===== src/rtl/game_ctrl.sv =====
// game_ctrl: game-status FSM for the stickman runner (lives, score, countdown, respawn, optional pause)
// Ports: Clk, Reset (sync, active-high), frame_clk (frame strobe), StickmanBottom/GroundY (hit detect),
//   keycode (START_KEY starts/restarts, PAUSE_KEY toggles pause); outputs status {waiting,playing,win,lose},
//   paused, respawning, respawn_pulse, run_en, score, lives, countdown (saturated at 255).
// Define GAME_CTRL_PAUSE_EN to include the PAUSE state; without it PAUSE_KEY is ignored and paused is 0.
module game_ctrl #(
  parameter int LIVES = 3,
  parameter int WIN_SCORE = 1000,
  parameter int COUNTDOWN_FRAMES = 180,
  parameter int RESPAWN_FRAMES = 120,
  parameter logic [9:0] FALL_Y = 10'd470,
  parameter logic [7:0] START_KEY = 8'h2c,
  parameter logic [7:0] PAUSE_KEY = 8'h13
) (
  input  logic        Clk,
  input  logic        Reset,
  input  logic        frame_clk,
  input  logic [9:0]  StickmanBottom,
  input  logic [9:0]  GroundY,
  input  logic [7:0]  keycode,
  output logic [3:0]  status,
  output logic        paused,
  output logic        respawning,
  output logic        respawn_pulse,
  output logic        run_en,
  output logic [15:0] score,
  output logic [3:0]  lives,
  output logic [7:0]  countdown
);
  typedef enum logic [2:0] {WAIT, CNTDN, PLAY, RESPAWN, WIN, LOSE, PAUSE} state_t;
  localparam logic [15:0] WS = 16'(WIN_SCORE);
  localparam logic [15:0] CD = 16'(COUNTDOWN_FRAMES);
  localparam logic [15:0] RF = 16'(RESPAWN_FRAMES);
  state_t state;
  logic fc_q;
  logic [7:0] kc_q;
  logic [15:0] cd, rc;
  logic tick, start_p, hit, win;
  assign tick = frame_clk & ~fc_q;
  assign start_p = (keycode == START_KEY) && (kc_q != START_KEY);
  assign hit = (StickmanBottom > GroundY) || (StickmanBottom >= FALL_Y);
  // Win fires either on the stored score or on the tick that reaches the target,
  // so a hit arriving with that tick cannot pre-empt the win.
  assign win = (score == WS) || (tick && (score + 16'd1 == WS));
`ifdef GAME_CTRL_PAUSE_EN
  logic pause_p;
  assign pause_p = (keycode == PAUSE_KEY) && (kc_q != PAUSE_KEY);
  assign paused = state == PAUSE;
`else
  logic unused_pause_key;
  assign unused_pause_key = ^PAUSE_KEY;
  assign paused = 1'b0;
`endif
  assign status = (state == WAIT || state == CNTDN) ? 4'b1000 :
                  (state == WIN) ? 4'b0010 :
                  (state == LOSE) ? 4'b0001 : 4'b0100;
  assign respawning = state == RESPAWN;
  assign run_en = state == PLAY || state == RESPAWN;
  assign countdown = (cd > 16'd255) ? 8'hff : cd[7:0];
  always_ff @(posedge Clk) begin
    if (Reset) begin
      state <= WAIT;
      fc_q <= 1'b0;
      kc_q <= 8'h00;
      score <= 16'd0;
      lives <= 4'(LIVES);
      cd <= 16'd0;
      rc <= 16'd0;
      respawn_pulse <= 1'b0;
    end else begin
      fc_q <= frame_clk;
      kc_q <= keycode;
      respawn_pulse <= 1'b0;
      case (state)
        WAIT: if (start_p) begin
          score <= 16'd0;
          lives <= 4'(LIVES);
          cd <= CD;
          state <= (CD == 16'd0) ? PLAY : CNTDN;
        end
        CNTDN: if (tick) begin
          cd <= cd - 16'd1;
          if (cd == 16'd1) state <= PLAY;
        end
        PLAY: begin
          if (win) begin
            score <= WS;
            state <= WIN;
          end else if (hit && lives == 4'd1) begin
            lives <= 4'd0;
            state <= LOSE;
          end else if (hit) begin
            lives <= lives - 4'd1;
            rc <= RF;
            respawn_pulse <= 1'b1;
            state <= RESPAWN;
`ifdef GAME_CTRL_PAUSE_EN
          end else if (pause_p) begin
            state <= PAUSE;
`endif
          end else if (tick) begin
            score <= score + 16'd1;
          end
        end
        RESPAWN: begin
          if (win) begin
            score <= WS;
            state <= WIN;
          end else if (tick) begin
            score <= score + 16'd1;
            rc <= rc - 16'd1;
            if (rc == 16'd1) state <= PLAY;
          end
        end
`ifdef GAME_CTRL_PAUSE_EN
        PAUSE: if (pause_p) state <= PLAY;
`endif
        WIN, LOSE: if (start_p) state <= WAIT;
        default: state <= WAIT;
      endcase
    end
  end
endmodule


===== config.mk =====
export PLATFORM = sky130hd
export DESIGN_NAME = game_ctrl
export DESIGN_NICKNAME = d
export VERILOG_FILES = /design/src/rtl/game_ctrl.sv
export SDC_FILE = /design/constraint.sdc
export NUM_CORES = 1
export LEC_CHECK = 0
export CAP_MARGIN = 10
export CORE_MARGIN = 10
export CORE_UTILIZATION = 54
export CTS_CLUSTER_SIZE = 30
export DETAILED_ROUTE_END_ITERATION = 8
export PLACE_DENSITY = 0.81
export SLEW_MARGIN = 20
export SYNTH_ARGS = -nofsm -noshare
export SYNTH_HDL_FRONTEND = slang
export SYNTH_SLANG_ARGS = --single-unit

===== constraint.sdc =====
create_clock -name Clk -period 2.6 [get_ports Clk]
set_input_delay 0.39 -clock Clk [delete_from_list [all_inputs] [get_ports Clk]]
set_output_delay 0.39 -clock Clk [all_outputs]
set_load 0.03 [all_outputs]

==> impl_results.md <==
- Outcome: completed
- Leading area contributor after synthesis: dfxtp_1
- Mapped Nets: 541
- DRC: 0
- Remaining Overflow, GRT: 0
- Clk pin slew, worst setup/hold paths: 0.08 ns
- DR vias/cell: 5.854
- DR WL met2: 5717 µm
- Reg power frac: 47.6%
- Internal reg-to-reg setup slack: 0.11 ns
- First-pass GRT wire length: 18630 µm
- Area of the die: 11140 µm²
- Vert. Die Dim: 105.5 µm
- Worst Hold End: rc[11]
- Hold Slack: 0.5170 ns
- CP required: 2.83 ns
- Netlist cell types: 67
- Logic gate share of total power: 10.0%
- Final WL: 11530 µm
- Synth Register Bits: 65
- Synthesized area: 3950 µm²
- Vias: 4168
- Placed insts: 692
- Design Power: 2114 µW
- Min-delay src: rc[11]
- Number of synthesized flops with an enable pin: 0
- Initial antenna violation count: 0
- Largest net degree at the start of global routing: 23
- Least-Margin Pin Slew: 0.6065 ns
- Design internal power: 1559 µW
- Cell count of the worst hold path: 2
- Clock Skews: 0.01107 ns
- Chip width: 105.5 µm
- Sw frac: 26.24%
- Max Cap Violations: 0
- Top Layer Used: met4
- PD cells: 394.7 nW/µm²
- Starting Density: 55.05%
- DRT met1 WL: 5005 µm
- Root Buffer: clkbuf_8
- Largest family of logic cells by synthesized area: simple AND/OR/NAND/NOR gates
- Fin crit period: 2.527 ns
- Crit path capture type: register
- Most frequent cells in the layout: dfxtp_1 (63), buf_4 (62), clkdlybuf4s50_1 (57), nor2_1 (42), inv_1 (37)
- H-tree Lvls: 3
- Layout cells sized above 1: 18.76%
- Startpoint Class: input port
- Area delta synth->final: 35.60%
- FP Rows: 31
- Clock network power share: 42.3%
- R2r startpoint: score[1]
- Xor/xnor share of the synthesized area: 3.326%
- Hold Path Class: register to register
- Most common cell after layout, fill and taps aside: dfxtp_1
- Drt pass-1 iters: 4
- Core region area: 7176 µm²
- Diodes inserted: 0
- Clock Path Buffers: 2
- CTS tree: yes
- Final Cycle Share: 97.20%
- Met3 wire len: 614 µm
- ANT nets after route: 0
- Port Buffers: 65
- RR Endpoint: score[15]
- HPWL after DPL: 8661 µm
- Nets: 658
- NetSw: 554.7 µW
- Warnings, synthesis: 0
- Post-synthesis sequential area ratio: 32.94%
- Slew margin rel.: 59.42%
- Worst-path fanout max: 3
- Clk Latency, worst-skew pair: 0.36 ns
- Cell Count, Final, Fillers Out: 712
- Mean area per synthesized cell: 8.045 µm²
- Adder-Cell Fraction of Synth Area: 6.018%
- Worst vdd ir: 0.2704 mV
- DR iter-0 viols: 176
- GRT Total Usage: 19.63%
- Top post-synthesis cells by area: dfxtp_1 (33%), ha_1 (6.0%), nor2_1 (4.1%)
- Clock Sinks: 65
- WP data arrival: 2.76 ns
- Async set-or-reset flop fraction in the synthesized netlist: 0%
- Final Hold Vio Count: 0
- Main synth FF type: dfxtp_1
- Slew Limit Fails: 0
- Area fraction in compound gates after synthesis: 21.82%
- GP Congestion: 0.8829
- Post-Synth Simple-Gate Area: 29.14%
- Leak: 0.002136 µW
- Critical path type: input port to register
- Vias in the first global route: 3971
- Post-synthesis mux area share: 0.7602%
- Avg WL per Cell: 16.20 µm
- Post-Synthesis Cells: 491
- Worst R2R Path Depth: 9
- Cts bufs inserted: 9
- # setup viols final: 0
- Post-synth top area share: 32.94%
- Fmax: 395.7 MHz
- IO Pins: 67
-- power groups by stage --
stage	clock, µW	combinational, µW	sequential (µW)
floorplan	0	98.3	1030
global placement	0	194	1030
detailed placement	0	200	1030
CTS	898	203	1010
global route	945	231	1010
finish	895	212	1010
-- area by class of cell --
| type | count | area, µm² |
|---|---|---|
| inverters | 39 | 146.4 |
| well taps | 99 | 123.9 |
| repair buffers | 124 | 1076 |
| multi-input cells | 369 | 2505 |
| flip-flops and latches | 65 | 1304 |
| clock inverters | 7 | 77.57 |
| clock buffers | 9 | 123.9 |
| fillers | 554 | 1819 |
-- worst max-delay path by stage --
stage               start           end  slack [ns]
4_1_cts            cd[11]  countdown[5]      -0.005
3_3_place_gp   GroundY[5]      lives[3]       -0.33
6_report       GroundY[5]      lives[3]        0.07
5_1_grt          score[1]      score[9]       -0.04
2_1_floorplan    score[1]     score[12]        0.08
3_5_place_dp   GroundY[5]      lives[3]       -0.45
-- repair_timing --
| action | 4_1_cts | 5_1_grt |
|---|---|---|
| resized for setup | 49 | 16 |
| hold buffers | 0 | 0 |
| setup buffers | 3 | 0 |
| cloned | 0 | 1 |
| setup endpoints to repair | 17 | 46 |
| pin swaps | 2 | 4 |
-- registers in the layout, indices dropped and copies added (netlist names) --
register       flops
rc                16
fc_q               1
lives              4
cd                16
kc_q               8
score             16
state              3
respawn_pulse      1
-- cell families (layout without fill, tap and decap cells) --
logic type,after synthesis,in the layout
AND/OR/NAND/NOR,214,214
XOR/XNOR,15,15
AO/OA/AOI/OAI,116,117
adder cells (fa/ha/maj),19,19
flip-flops,65,65
buffers and inverters,58,179
other,1,1
multiplexers,3,3
-- synth_stat cells (3+ instances only) --
master and count:
inv_1 37, nor2b_1 12, o21a_1 6, a31oi_1 8, o21ai_1 3, a311oi_1 3, o21ai_0 13, nor2_1 43
o31ai_1 11, a211oi_1 5, nand3b_1 3, or3_1 6, nor4b_1 3, nand3_1 23, xor2_1 6, or2_2 3
ha_1 19, buf_2 3, nand2b_1 10, clkbuf_1 12, nor4_1 9, nor3_1 21, o211ai_1 10, and4_1 4
and3_1 7, o2111ai_1 3, o221ai_1 10, nand4_1 15, and2_1 6, a2111o_1 3, a21oi_1 18, or4_1 4
nand2_1 36, dfxtp_1 65, xnor2_1 9, mux2i_1 3
-- metal layers --
| metal | GRT usage, % | vias to the layer above |
|---|---|---|
| li1 | - | 2048 |
| met1 | 24.13 | 1979 |
| met2 | 33.16 | 124 |
| met3 | 4.019 | 17 |
| met4 | 7.157 | 0 |
| met5 | 0 | - |
-- through the flow --
| step | setup TNS, ns | setup slack, ns | area (µm²) | utilization [%] |
|---|---|---|---|---|
| 4_1_cts | -0.004953 | -0.004953 | 5288 | 73.69 |
| 2_1_floorplan | 0 | 0.08102 | 3953 | - |
| 6_report | 0 | 0.07268 | 5356 | 74.65 |
| 3_3_place_gp | -9.158 | -0.3282 | 5079 | 70.78 |
| 3_5_place_dp | -11.59 | -0.4548 | 5079 | 70.78 |
| 5_1_grt | -0.08327 | -0.03868 | 5356 | 74.65 |
-- critical path, stage by stage --
cell and delay, ns:
clkdlybuf4s50_1 0.45, inv_1 0.04, ha_1 0.30, a21oi_1 0.18
o21ai_1 0.12, a2111oi_2 0.42, o21ai_1 0.17, and3_1 0.20
and3_1 0.17, a311o_1 0.32
No activity file was read; power rests on OpenSTA's default activity.
